`src/rtl/mem_access.sv`:
```
// Memory-access stage: issues one load/store per instruction on a valid/data_ok bus,
// aligns store lanes, formats load data, and stalls execute while a request is open.
module mem_access (
    input  logic        clk,
    input  logic        reset,
    input  logic        valid,
    input  logic [63:0] alu_result,
    input  logic [63:0] wdata,
    input  logic        mem_read,
    input  logic        mem_write,
    input  logic [1:0]  msize,
    input  logic        load_unsigned,
    output logic        dreq_valid,
    output logic [63:0] dreq_addr,
    output logic [1:0]  dreq_size,
    output logic        dreq_write,
    output logic [7:0]  dreq_strobe,
    output logic [63:0] dreq_data,
    input  logic        dresp_data_ok,
    input  logic [63:0] dresp_data,
    output logic [63:0] result,
    output logic        done,
    output logic        misalign,
    output logic        bubble
);

    typedef enum logic [1:0] {S_IDLE, S_WAIT, S_DONE} state_t;

    state_t      r_state;
    state_t      w_next;

    logic [63:0] r_addr;
    logic [1:0]  r_size;
    logic        r_write;
    logic [7:0]  r_strobe;
    logic [63:0] r_data;
    logic        r_unsigned;
    logic [63:0] r_result;

    logic        w_memop;
    logic        w_misaligned;
    logic [2:0]  w_off;
    logic [7:0]  w_strobe;
    logic [63:0] w_sdata;
    logic        w_accept;
    logic [63:0] w_ld_shift;
    logic [63:0] w_ld_fmt;

    assign w_memop = mem_read | mem_write;
    assign w_off   = alu_result[2:0];
    assign w_sdata = wdata << {w_off, 3'b000};

    always_comb begin
        w_misaligned = 1'b0;
        w_strobe     = '0;
        case (msize)
            2'd0: begin
                w_misaligned = 1'b0;
                w_strobe     = 8'h01 << w_off;
            end
            2'd1: begin
                w_misaligned = alu_result[0];
                w_strobe     = 8'h03 << w_off;
            end
            2'd2: begin
                w_misaligned = alu_result[1:0] != 2'b00;
                w_strobe     = 8'h0F << w_off;
            end
            default: begin
                w_misaligned = alu_result[2:0] != 3'b000;
                w_strobe     = 8'hFF;
            end
        endcase
    end

    assign w_accept = (r_state == S_IDLE) && valid && w_memop && !w_misaligned;

    // Load formatting works off the latched request, not the live inputs.
    assign w_ld_shift = dresp_data >> {r_addr[2:0], 3'b000};

    always_comb begin
        w_ld_fmt = w_ld_shift;
        case (r_size)
            2'd0:    w_ld_fmt = {{56{w_ld_shift[7]  & ~r_unsigned}}, w_ld_shift[7:0]};
            2'd1:    w_ld_fmt = {{48{w_ld_shift[15] & ~r_unsigned}}, w_ld_shift[15:0]};
            2'd2:    w_ld_fmt = {{32{w_ld_shift[31] & ~r_unsigned}}, w_ld_shift[31:0]};
            default: w_ld_fmt = w_ld_shift;
        endcase
    end

    always_ff @(posedge clk or negedge reset) begin
        if (!reset) begin
            r_state <= S_IDLE;
        end else begin
            r_state <= w_next;
        end
    end

    always_comb begin
        w_next = r_state;
        case (r_state)
            S_IDLE:  if (w_accept) w_next = S_WAIT;
            S_WAIT:  if (dresp_data_ok) w_next = S_DONE;
            S_DONE:  w_next = S_IDLE;
            default: w_next = S_IDLE;
        endcase
    end

    always_ff @(posedge clk or negedge reset) begin
        if (!reset) begin
            r_addr     <= '0;
            r_size     <= '0;
            r_write    <= 1'b0;
            r_strobe   <= '0;
            r_data     <= '0;
            r_unsigned <= 1'b0;
            r_result   <= '0;
        end else begin
            if (w_accept) begin
                r_addr     <= alu_result;
                r_size     <= msize;
                r_write    <= mem_write;
                r_strobe   <= mem_write ? w_strobe : '0;
                r_data     <= w_sdata;
                r_unsigned <= load_unsigned;
            end
            if (r_state == S_WAIT && dresp_data_ok) begin
                r_result <= r_write ? '0 : w_ld_fmt;
            end
        end
    end

    always_comb begin
        dreq_valid  = 1'b0;
        dreq_addr   = '0;
        dreq_size   = '0;
        dreq_write  = 1'b0;
        dreq_strobe = '0;
        dreq_data   = '0;
        result      = '0;
        done        = 1'b0;
        misalign    = 1'b0;
        bubble      = 1'b0;
        case (r_state)
            S_IDLE: begin
                if (valid) begin
                    if (!w_memop) begin
                        result = alu_result;
                        done   = 1'b1;
                    end else if (w_misaligned) begin
                        done     = 1'b1;
                        misalign = 1'b1;
                    end else begin
                        bubble = 1'b1;
                    end
                end
            end
            S_WAIT: begin
                dreq_valid  = 1'b1;
                dreq_addr   = r_addr;
                dreq_size   = r_size;
                dreq_write  = r_write;
                dreq_strobe = r_strobe;
                dreq_data   = r_data;
                bubble      = 1'b1;
            end
            S_DONE: begin
                result = r_result;
                done   = 1'b1;
            end
            default: ;
        endcase
    end

endmodule

```
`config.mk`:
```
export PLATFORM = sky130hd
export DESIGN_NAME = mem_access
export DESIGN_NICKNAME = d
export VERILOG_FILES = /design/src/rtl/mem_access.sv
export SDC_FILE = /design/constraint.sdc
export NUM_CORES = 1
export LEC_CHECK = 0
export BUFFER_PORTS_ARGS = -buffer_cell sky130_fd_sc_hd__buf_2
export CAP_MARGIN = 20
export CORE_MARGIN = 4
export CORE_UTILIZATION = 40
export CTS_CLUSTER_SIZE = 8
export DETAILED_ROUTE_END_ITERATION = 8
export PLACE_DENSITY = 0.76
export SYNTH_ARGS = -nofsm -noshare
export SYNTH_HDL_FRONTEND = slang
export SYNTH_SLANG_ARGS = --single-unit
```
`constraint.sdc`:
```
create_clock -name clk -period 2.6 [get_ports clk]
set_input_delay 0.13 -clock clk [delete_from_list [all_inputs] [get_ports clk]]
set_output_delay 0.13 -clock clk [all_outputs]
set_load 0.05 [all_outputs]
```
# Word-level counts from Yosys, hierarchy flattened
# Cells that the tools add are included.
# totals
word_cells	65
input_bits	201
regBits	206
# classes
reduce_logical	11
n_mux	28
n_bitwise	5
n_shift	5
eq_ne	8
# ops
op	n
two-way mux 64 bit	5
case mux 64 bit (3 select lines)	1
case mux 64 bit (2 select lines)	1
left shift 64 x 6 -> 64 bit	1
>> shifter 64 x 6 -> 64 bit	1
case mux 8 bit (3 select lines)	1
two-way mux 8 bit	2
two-way mux 1 bit	11
left shift 1 x 3 -> 8 bit (first input constant)	1
left shift 2 x 3 -> 8 bit (first input constant)	1
left shift 4 x 3 -> 8 bit (first input constant)	1
equality test 2 x 1 -> 1 bit (second input constant)	3
equality test 2 bit (second input constant)	3
zero test 2 bit	3
two-way mux 2 bit	3
logical AND 1 bit	4
inequality test 2 bit (second input constant)	2
case mux 1 bit (2 select lines)	2
case mux 2 bit (2 select lines)	1
AND 1 bit	3
case mux 1 bit (3 select lines)	1
nonzero test 3 bit	1
AND reduction 2 bit	1
nonzero test 2 bit	1
other kinds (3)	3

# Depth between registers and ports, before layout
# Gate-level depths: netlist (run 1).
# logic_depth
depth_word	6
mapped_depth	11
ltp_nobuf	7

# Worst setup path before layout (run 1)
# OpenSTA, ideal clock, no wires.
# synth_timing
path_type	flip-flop to output port
from	register r_state[0]
to	output port result[10]
path_buffers	1
arrival_time_ns	1.969
path_stages_with_launch	6
setup_slack_ns	0.501
path_cell_list	dfrtp_1 > nor2b_1 > nand2b_1 > nor3_1 > clkbuf_1 > a22o_1
# synth_between
elab_chain_len	2
word_cells_on_any_way	3
cone_classes	1 x eq/ne; 1 x mux; 1 x reduce/logical
# synth_rtl
element	line	rtl
start, declared	29	state_t r_state;
start signal, assigned	95	r_state <= w_next;
equality test 2 bit or zero test 2 bit (tied branches)	144	case (r_state)
case mux 64 bit (2 select lines) (*)	144	
end, declared	21	output logic [63:0] result,
# Every way passes the cells marked *; elsewhere a longest branch is shown, timed or not.

# Final worst setup path (run 1)
# layout_timing
from	register r_state[0]
to	output port result[33]
# The elaborated chain is that of the path after synthesis.

==> results.yml, run 1 <==
power_and_ir_drop:
  p_per_area_nw_per_um2: 1120
  peakVddDrop_v: 0.0006913
  leakage_nw: 8.329
floorplanning:
  die_h_um: 186.9
  fp.dieW_um: 186.9
  dieArea_um2: 34930
  start_util: 0.4057
  coreArea_um2: 31560
  rows: 65
  pin_count: 408
cts:
  clock_sinks: 206
  tritoncts: "yes"
  worstSkewPairLatency_ps: 540
  cts_buffers: 29
  root_buffer: "clkbuf_16"
  post_cts_buffers: 0
  path_clk_slew_ps: 50
  htreeDepth: 1
  clockBufferDepth: 3
run_status:
  status: "complete, no violations"
global_routing:
  grt_usage: 0.2580
  antenna_found_initial: 3
  grt_pass1_wl_um: 73250
  grt_max_degree: 94
  grt_overflow: 0
  grt_pass1_vias: 12610
timing:
  max_slew.worst_pin.slew_ps: 1043
  hold_viol: 0
  slew_headroom: 0.2993
  fmax_mhz: 401.0
  finClkSkew_ps: 10.17
  fin_tns_setup_ps: 0
  fin_crit_ps: 2493
  setup_violations: 0
  slew_viol_final: 0
  fin_crit_sh: 0.9590
  hold_slack_ps: 27.48
placed_design:
  dp_hpwl_um: 34000
  place_congestion: 0.9255
  io_buffers: 407
critical_path:
  start_kind: "flop"
  crit_start: "r_state[0]$_DFFE_PN0P_"
  r2r-start: "r_addr[0]$_DFFE_PN0P_"
  critPathSlowestCell: "dfrtp_1"
  path_delay_family: "simple AND/OR/NAND/NOR gates"
  cp_num_buf_inv: 2
  crit_path_end: "result[33]"
  slowest_delay_ps: 440
  rr_endpoint: "r_result[27]$_DFFE_PN0P_"
  crit_required_ps: 2470
  r2r_slack_ps: 150
  path_depth: 6
  reg2reg_depth: 5
  critPathArrivalTime_ps: 2360
  cp_max_fo: 47
  worstSetupEndpointType: "primary output"
  crit_type: "reg -> out"
  worstPathCellList: "nor2b_1 -> nand2b_1 -> nor3_4 -> buf_12 -> a22o_1 -> buf_2"
drt:
  dr_total_vias: 12470
  drc: 0
  dr.first_iter.drc_count: 941
  wl_per_cell_um: 21.48
  dr.pass1.iters: 6
  ant_nets: 0
  vias_per_cell: 5.664
  wl_um: 47280
min_path:
  hold_class: "in -> reg"
  hold_depth: 3
logic_synthesis:
  async_reset_ff_frac: 1.000
  netlist_instances: 1368
  synthDistinctLibCells: 51
  synth_flop_cell: "dfrtp_1"
  synth_nets: 1573
  synthesis.area_um2: 12800
  synth_edf_count: 0
  yosys_warnings: 0
  synth_seq_cells: 206
  syn_area_per_cell_um2: 9.357
  synth_seq_area_share: 0.4027
finish:
  syn_to_final_growth_pct: 31.49
  drive_gt1_frac: 0.3361
  post-route-util: 0.5334
  nNetsFinal: 2000
  fillers: 2833
flow_run:
  drv_cap: 0
[worst min-delay path: stages]
cell     delay [ps]
buf_2            90
mux2i_1         110
o31ai_1         190
[cells in the final DEF, fill, tap and decap left out, types with 13 or more instances in the layout]
cell type	instances
buf_2	405
nand2_1	208
dfrtp_1	204
and2_1	140
mux2i_1	102
dlygate4sd3_1	84
o21ai_0	83
mux2_2	83
nor2_1	65
a22o_1	64
o31ai_1	36
clkbuf_16	29
nor2b_1	28
a211oi_1	26
a21oi_1	23
buf_4	21
o21ai_2	20
o211ai_1	17
a31oi_1	14
nand2b_1	13
[timing repair]
item                       CTS  global route
pin swaps                    0             0
gates cloned                 0             0
hold buffers                84             0
hold endpoints to repair   151             0
setup endpoints to repair   47            47
resized for setup            1             4
[power breakdown]
part           internal (mW)  switching (mW)  total, mW
clock                   1.98            1.39       3.37
sequential              4.60            1.09       5.68
combinational           3.26            6.54       9.80
[how the worst min path moves through the flow]
stage | startpoint | slack, ps | end
finish | wdata[13] | 30 | r_data[13]$_DFFE_PN0P_
global placement | reset | 130 | r_addr[49]$_DFFE_PN0P_
global route | wdata[14] | 30 | r_data[14]$_DFFE_PN0P_
floorplan | reset | -170 | r_addr[0]$_DFFE_PN0P_
CTS | wdata[13] | 7 | r_data[13]$_DFFE_PN0P_
detailed placement | reset | 120 | r_addr[49]$_DFFE_PN0P_
[flip-flops by register name, summed over array words and instances, names as in the netlist]
register and count:
r_write 1, r_addr 64, r_unsigned 1, r_strobe 8
r_state 2, r_result 64, r_data 64, r_size 2
[layer usage]
metal,GRT usage,part of all wire
met5,0,0
met4,0.08305,0.036
met3,0.06140,0.079
met2,0.4200,0.47
met1,0.3421,0.42
[through the flow]
stage | total power, mW | area, µm² | setup WS (ps) | std cells
2_1_floorplan | 12.62 | 12800 | 501.1 | 1368
3_3_place_gp | 15.10 | 15210 | 256.1 | 2082
3_5_place_dp | 15.29 | 15210 | 156.3 | 2082
4_1_cts | 18.82 | 16810 | 36.45 | 2199
5_1_grt | 19.85 | 16830 | -12.16 | 2200
6_report | 18.85 | 16830 | 106.5 | 2201
[logic make-up after synthesis]
family	count (synthesis)	synth area share
mux	201	0.1780
flops	206	0.4027
simple gates	477	0.1797
compound gates	345	0.1918
buf+inv	135	0.04389
fa+ha+maj	4	0.003910
[cells in the mapped netlist, types with 5 or more instances]
cell / n / share of area
and2_1: 140 / 0.068
a22o_1: 64 / 0.044
nor2b_1: 29 / 0.014
nor2_1: 65 / 0.019
a2bb2oi_1: 7 / 0.0048
dfrtp_1: 206 / 0.40
nand2b_1: 13 / 0.0064
a22oi_1: 10 / 0.0059
a21oi_1: 23 / 0.0090
o21ai_2: 20 / 0.014
o21a_1: 8 / 0.0047
o21bai_1: 7 / 0.0041
mux4_2: 12 / 0.021
buf_1: 12 / 0.0035
a211oi_1: 26 / 0.015
a31oi_1: 14 / 0.0068
clkbuf_1: 88 / 0.026
o21ai_1: 5 / 0.0020
o31ai_1: 36 / 0.021
inv_1: 9 / 0.0026
buf_2: 20 / 0.0078
nand2_1: 209 / 0.061
mux2i_1: 102 / 0.080
o211ai_1: 17 / 0.010
nand3_1: 12 / 0.0047
o21ai_0: 83 / 0.032
mux2_2: 83 / 0.073
a31o_2: 5 / 0.0034
[layout make-up]
cell class,instances,area [µm²],share of cell area
Sequential cell,206,5160,0.3065
Clock inverter,1,8.758,0.0005203
Inverter,10,38.79,0.002304
Antenna cell,2,5.005,0.0002973
Clock buffer,32,747.0,0.04438
Timing Repair Buffer,521,3241,0.1925
Tap cell,402,503.0,0.02988
Multi-Input combinational cell,1027,7129,0.4235
Note: power is estimated with default switching activity, not from simulation.
==> run 2: changes to the inputs <==
--- a/config.mk
+++ b/config.mk
@@ -5,6 +5,7 @@
 export SDC_FILE = /design/constraint.sdc
 export NUM_CORES = 1
 export LEC_CHECK = 0
+export ABC_AREA = 1
 export BUFFER_PORTS_ARGS = -buffer_cell sky130_fd_sc_hd__buf_2
 export CAP_MARGIN = 20
 export CORE_MARGIN = 4
==> run 2 against run 1 <==
Compared with the run above:
- critical path depth shrank 1
- utilization grew 0.51 points
- sequential cell count is the same
- wire length grew 8.9%
- combinational power shrank 31%
- count of clock-buffer cells in the layout shrank 2
- clock skew grew 7.1 ps
- synthesized cell count grew 45%
- design area grew 2.0%
- global-route usage grew 1.8 points
- clock power shrank 1%
- critical endpoint is now result[45]
- largest power group unchanged
==> results.yml, run 2 <==
critical_path:
  path_delay_family: "buffers and inverters"
  slowest_delay_ps: 500
  worstSetupEndpointType: "primary output"
  rr_endpoint: "r_result[37]$_DFFE_PN0P_"
  critPathSlowestCell: "dfrtp_1"
  cp_max_fo: 65
  worstPathCellList: "nor2_1 -> nand2_2 -> buf_6 -> o21ai_0 -> buf_2"
  reg2reg_depth: 11
  crit_type: "reg -> out"
  critPathArrivalTime_ps: 2350
  start_kind: "flop"
  crit_required_ps: 2470
  cp_num_buf_inv: 2
  r2r-start: "r_addr[0]$_DFFE_PN0P_"
  r2r_slack_ps: 410
cts:
  path_clk_slew_ps: 50
  clock_sinks: 206
  worstSkewPairLatency_ps: 550
  cts_buffers: 29
  clockBufferDepth: 3
  root_buffer: "clkbuf_16"
  htreeDepth: 1
  tritoncts: "yes"
timing:
  setup_violations: 0
  fmax_mhz: 403.5
  slew_headroom: 0.4601
  fin_crit_sh: 0.9533
  max_slew.worst_pin.slew_ps: 806.8
  fin_tns_setup_ps: 0
  slew_viol_final: 0
  finClkSkew_ps: 17.28
  fin_crit_ps: 2479
  grt_setup_unrepaired: "false"
  hold_viol: 0
logic_synthesis:
  synth.most_common_cell: "nand2_1"
  synth_compound_area_frac: 0.1731
  async_reset_ff_frac: 1.000
  yosys.area.top_type: "dfrtp_1"
  synth_seq_cells: 206
  synth_top_family_by_area: "simple AND/OR/NAND/NOR gates"
  yosys-top-cells-count: "637 x nand2_1, 263 x o21ai_0, 206 x dfrtp_1, 198 x inv_1, 170 x nor2_1"
  synthMuxAreaShare: 0.003066
  synth.area.top_cells: "dfrtp_1 39%, nand2_1 18%, o21ai_0 10%, inv_1 5.7%, nand3_1 5.7%"
  synthSimpleGateAreaFrac: 0.3095
  synth_edf_count: 0
  synth_flop_cell: "dfrtp_1"
  yosys_warnings: 0
  synth.top_cell.area_share: 0.3947
  netlist_instances: 1977
  synth_nets: 2182
  synthDistinctLibCells: 37
  synthesis.area_um2: 13060
  syn_area_per_cell_um2: 6.605
  synth_xor_area_frac: 0
  synth_seq_area_share: 0.3947
  synthAdderAreaFrac: 0.003833
min_path:
  hold_end: "r_data[9]$_DFFE_PN0P_"
  hold_class: "in -> reg"
  hold_depth: 5
  hold_start: "wdata[9]"
global_routing:
  grt_overflow: 0
  grt_max_degree: 130
  antenna_found_initial: 0
  met1_usage: 0.3550
  grt_usage: 0.2757
  grt_pass1_vias: 14530
  met3_usage: 0.05595
  grt_pass1_wl_um: 79170
  grt-busiest-layer: "met2"
  use_met2: 0.4571
flow_run:
  drv_cap: 0
finish:
  reg_top3: "r_addr x64, r_data x64, r_result x64"
  drive_gt1_frac: 0.2123
  mostFrequentLayoutCells: "635 x nand2_1, 393 x buf_2, 263 x o21ai_0, 206 x dfrtp_1, 198 x inv_1"
  regArea_um2: 5155
  post-route-util: 0.5385
  diodes: 0
  multiInputGateArea_um2: 6417
  nNetsFinal: 2593
  final_common_cell: "nand2_1"
  syn_to_final_growth_pct: 31.46
  fillers: 3078
drt:
  dr.first_iter.drc_count: 1470
  wl_um: 51490
  ant_nets: 0
  dr_total_vias: 15020
  vias_per_cell: 5.321
  drc: 0
  wl_per_cell_um: 18.24
  dr.pass1.iters: 5
floorplanning:
  die_h_um: 188.7
  dieArea_um2: 35600
  start_util: 0.4096
  fp.dieW_um: 188.7
  pin_count: 408
  coreArea_um2: 31880
  rows: 65
power_and_ir_drop:
  peakVddDrop_v: 0.0006889
  leakage_nw: 8.886
  p_per_area_nw_per_um2: 860.9
  total_power_mw: 14.78
placed_design:
  io_buffers: 407
  dp_hpwl_um: 38060
  place_congestion: 0.9204
run_status:
  status: "complete, no violations"
run 2: cell count changes after synthesis, moves of 83 or more:
cell	change
and2_1	-140
mux2i_1	-98
nand2_1	+428
inv_1	+189
nor2_1	+105
o21ai_0	+180
mux2_2	-83
nand3_1	+136
run 2: kinds of logic (layout without fill, tap and decap cells):
logic type	Yosys count	count (layout)
and+or+nand+nor	995	995
AOI/OAI and AO/OA	406	406
buffers and inverters	362	773
DFF	206	206
adders and majority gates	4	4
muxes	4	4
run 2: how the worst max path moves through the flow:
stage               cells after the start             to                    from  slack [ps]
finish                                  5     result[45]  r_state[1]$_DFFE_PN0P_         120
global route                            7  dreq_addr[63]  r_state[0]$_DFFE_PN0P_          40
CTS                                     5     result[45]  r_state[1]$_DFFE_PN0P_           2
detailed placement                      4      result[4]  r_state[0]$_DFFE_PN0P_         350
global placement                        4      result[4]  r_state[0]$_DFFE_PN0P_         400
floorplan                               6  dreq_addr[54]  r_state[1]$_DFFE_PN0P_          70
run 2: report_power, final:
group,leakage (nW),switching (mW),internal (mW)
combinational,5.87,4.90,1.82
sequential,2.64,0.449,4.28
clock,0.374,1.35,1.98
total,8.89,6.70,8.08
run 2: layout make-up:
| type | count | share of cell area |
|---|---|---|
| Sequential cell | 206 | 0.3003 |
| Inverter | 209 | 0.04613 |
| Clock buffer | 30 | 0.04307 |
| Clock inverter | 1 | 0.001166 |
| Timing Repair Buffer | 533 | 0.2038 |
| Tap cell | 435 | 0.03170 |
| Multi-Input combinational cell | 1409 | 0.3738 |
run 2: stage by stage:
stage	cells	hold slack [ps]	setup slack (ps)	cell area, µm²
4_1_cts	2820	1.029	2.005	17140
3_5_place_dp	2701	157.8	354.3	15500
3_3_place_gp	2701	154.6	402.5	15500
5_1_grt	2823	31.83	42.28	17170
6_report	2823	24.06	121.5	17170
2_1_floorplan	1977	-165.6	72.28	13060
run 2: worst min-delay path: stages:
cell	delay, ps
buf_2	110
nand2_1	80
nand2_1	50
nand2_1	80
o22ai_1	80
run 2: routing by layer:
metal	vias up	part of all wire
li1	7164	-
met1	6901	0.40
met2	846	0.47
met3	111	0.093
met4	0	0.042
met5	-	0
run 2: repair_timing:
item,CTS,global route
resized for setup,1,3
endpoints found under the setup margin,20,49
pin swaps,0,1
hold buffers,88,0
buffers inserted,0,3
endpoints found under the hold margin,173,0
==> run 3: changes to the inputs <==
--- a/config.mk
+++ b/config.mk
@@ -12,7 +12,9 @@
 export CORE_UTILIZATION = 40
 export CTS_CLUSTER_SIZE = 8
 export DETAILED_ROUTE_END_ITERATION = 8
-export PLACE_DENSITY = 0.76
+export GPL_ROUTABILITY_DRIVEN = 0
+export PLACE_DENSITY = 0.72
+export SETUP_SLACK_MARGIN = 0.2
 export SYNTH_ARGS = -nofsm -noshare
 export SYNTH_HDL_FRONTEND = slang
 export SYNTH_SLANG_ARGS = --single-unit
==> run 3 against run 2 <==
Compared with the run above:
- non-clock buffer count shrank 4
- critical path depth is the same
- largest power group unchanged
- via count grew 0.67%
- total power shrank 0.18%
- critical endpoint is now result[24]
==> results.yml, run 3 (same netlist as run 2, synthesis figures left out) <==
finish:
  nNetsFinal: 2589
  drive_gt1_frac: 0.2139
  mostFrequentLayoutCells: "636 x nand2_1, 371 x buf_2, 261 x o21ai_0, 205 x dfrtp_1, 198 x inv_1"
  syn_to_final_growth_pct: 32.08
  fillers: 3115
  final_common_cell: "nand2_1"
  reg_top3: "r_addr x64, r_data x64, r_result x64"
timing:
  fmax_mhz: 426.4
  max_slew.worst_pin.slew_ps: 855.1
  fin_crit_sh: 0.9020
  finClkSkew_ps: 12.18
  fin_tns_setup_ps: 0
  hold_viol: 0
  slew_viol_final: 0
  fin_crit_ps: 2345
  grt_setup_unrepaired: "true"
  hold_slack_ps: 27.79
  slew_headroom: 0.4278
  setup_violations: 0
floorplanning:
  start_util: 0.4096
  dieArea_um2: 35600
  rows: 65
  coreArea_um2: 31880
  die_h_um: 188.7
  fp.dieW_um: 188.7
  pin_count: 408
cts:
  path_clk_slew_ps: 50
  htreeDepth: 1
  worstSkewPairLatency_ps: 520
  clockBufferDepth: 3
  clock_sinks: 206
  tritoncts: "yes"
  post_cts_buffers: 0
  root_buffer: "clkbuf_16"
  cts_buffers: 29
drt:
  ant_nets: 0
  wl_per_cell_um: 18.25
  dr.pass1.iters: 7
  wl_um: 51500
  dr_total_vias: 15120
  dr.first_iter.drc_count: 1660
  drc: 0
  vias_per_cell: 5.359
critical_path:
  start_kind: "flop"
  crit_type: "reg -> out"
  cp_max_fo: 40
  crit_required_ps: 2470
  path_delay_family: "buffers and inverters"
  critPathArrivalTime_ps: 2220
  worstPathCellList: "buf_8 -> nand2_1 -> buf_4 -> o22ai_1 -> buf_12"
  slowest_delay_ps: 450
  worstSetupEndpointType: "primary output"
  cp_num_buf_inv: 3
  critPathSlowestCell: "dfrtp_2"
power_and_ir_drop:
  seqPwrFrac: 0.321
  p_sw_frac: 0.4506
  p_int_mw: 8.104
  p_switching_mw: 6.648
  p_comb_frac: 0.459
  leakage_nw: 8.863
  peakVddDrop_v: 0.0004844
  p_per_area_nw_per_um2: 855.3
  p_clk_frac: 0.221
placed_design:
  io_buffers: 407
  dp_hpwl_um: 37770
global_routing:
  met3_usage: 0.05132
  grt-busiest-layer: "met2"
  antenna_found_initial: 3
  grt_pass1_vias: 14460
  met1_usage: 0.3650
  grt_pass1_wl_um: 79760
  use_met2: 0.4550
  grt_max_degree: 117
  grt_usage: 0.2750
  grt_overflow: 0
flow_run:
  drv_cap: 0
run_status:
  status: "complete, no violations"
min_path:
  hold_class: "in -> reg"
[run 3: final cells by class]
class / count / area, µm² / area share
antenna: 3 / 7.507 / 0.0004353
clock buffer: 30 / 739.5 / 0.04287
clock inverter: 1 / 8.758 / 0.0005078
inverter: 209 / 794.5 / 0.04606
multi-input combinational: 1409 / 6440 / 0.3734
sequential: 206 / 5156 / 0.2989
tap: 435 / 544.3 / 0.03156
timing repair buffer: 529 / 3557 / 0.2062
[run 3: worst paths after layout]
| check | endpoint | cells after the start | slack (ps) | from |
|---|---|---|---|---|
| worst max register to register | r_result[8]$_DFFE_PN0P_ | 9 | 520 | r_addr[0]$_DFFE_PN0P_ |
| worst max-delay path | result[24] | 5 | 250 | r_state[1]$_DFFE_PN0P_ |
| max in group asynchronous | r_state[1]$_DFFE_PN0P_ | 3 | 1560 | reset |
| worst min register to register | r_result[37]$_DFFE_PN0P_ | 2 | 480 | r_result[37]$_DFFE_PN0P_ |
| min in group asynchronous | r_addr[29]$_DFFE_PN0P_ | 2 | 200 | reset |
| worst min-delay path | r_data[48]$_DFFE_PN0P_ | 5 | 30 | wdata[40] |
[run 3: timing repair]
action                                  in CTS  in global routing
resized for setup                           10                 26
hold buffers                                85                  0
pin swaps                                    0                  0
hold endpoints to repair                   165                  0
endpoints found under the setup margin     120                166
[run 3: through the flow]
stage          power [mW]  instances  worst slack [ps]  instance area, µm²    util
2_1_floorplan       9.340       1977             72.28               13060       -
3_5_place_dp        11.27       2703             553.6               15540  0.4874
5_1_grt             15.68       2822             118.8               17250  0.5410
6_report            14.75       2822             254.8               17250  0.5410
3_3_place_gp        11.17       2703             562.6               15540  0.4874
4_1_cts             14.71       2819             153.8               17180  0.5389
[run 3: layer usage]
metal | vias to the layer above | share of wire | wire length (µm)
li1 | 7158 | - | -
met3 | 131 | 0.092 | 4754
met2 | 897 | 0.47 | 24120
met5 | - | 0 | 0
met4 | 0 | 0.037 | 1885
met1 | 6936 | 0.40 | 20740
[run 3: power groups by stage]
stage / Combinational (mW) / Clock (mW) / Sequential (mW)
after floorplan: 4.74 / 0 / 4.60
after global placement: 6.45 / 0 / 4.72
after detailed placement: 6.51 / 0 / 4.76
after CTS: 6.67 / 3.33 / 4.71
after global routing: 7.39 / 3.46 / 4.82
final: 6.76 / 3.26 / 4.73
[run 3: tightest hold or removal path, cell delays in order]
cell and delay, ps:
buf_2 100, nand2_1 50, o2111ai_1 70, nand4_1 90, o21ai_0 70
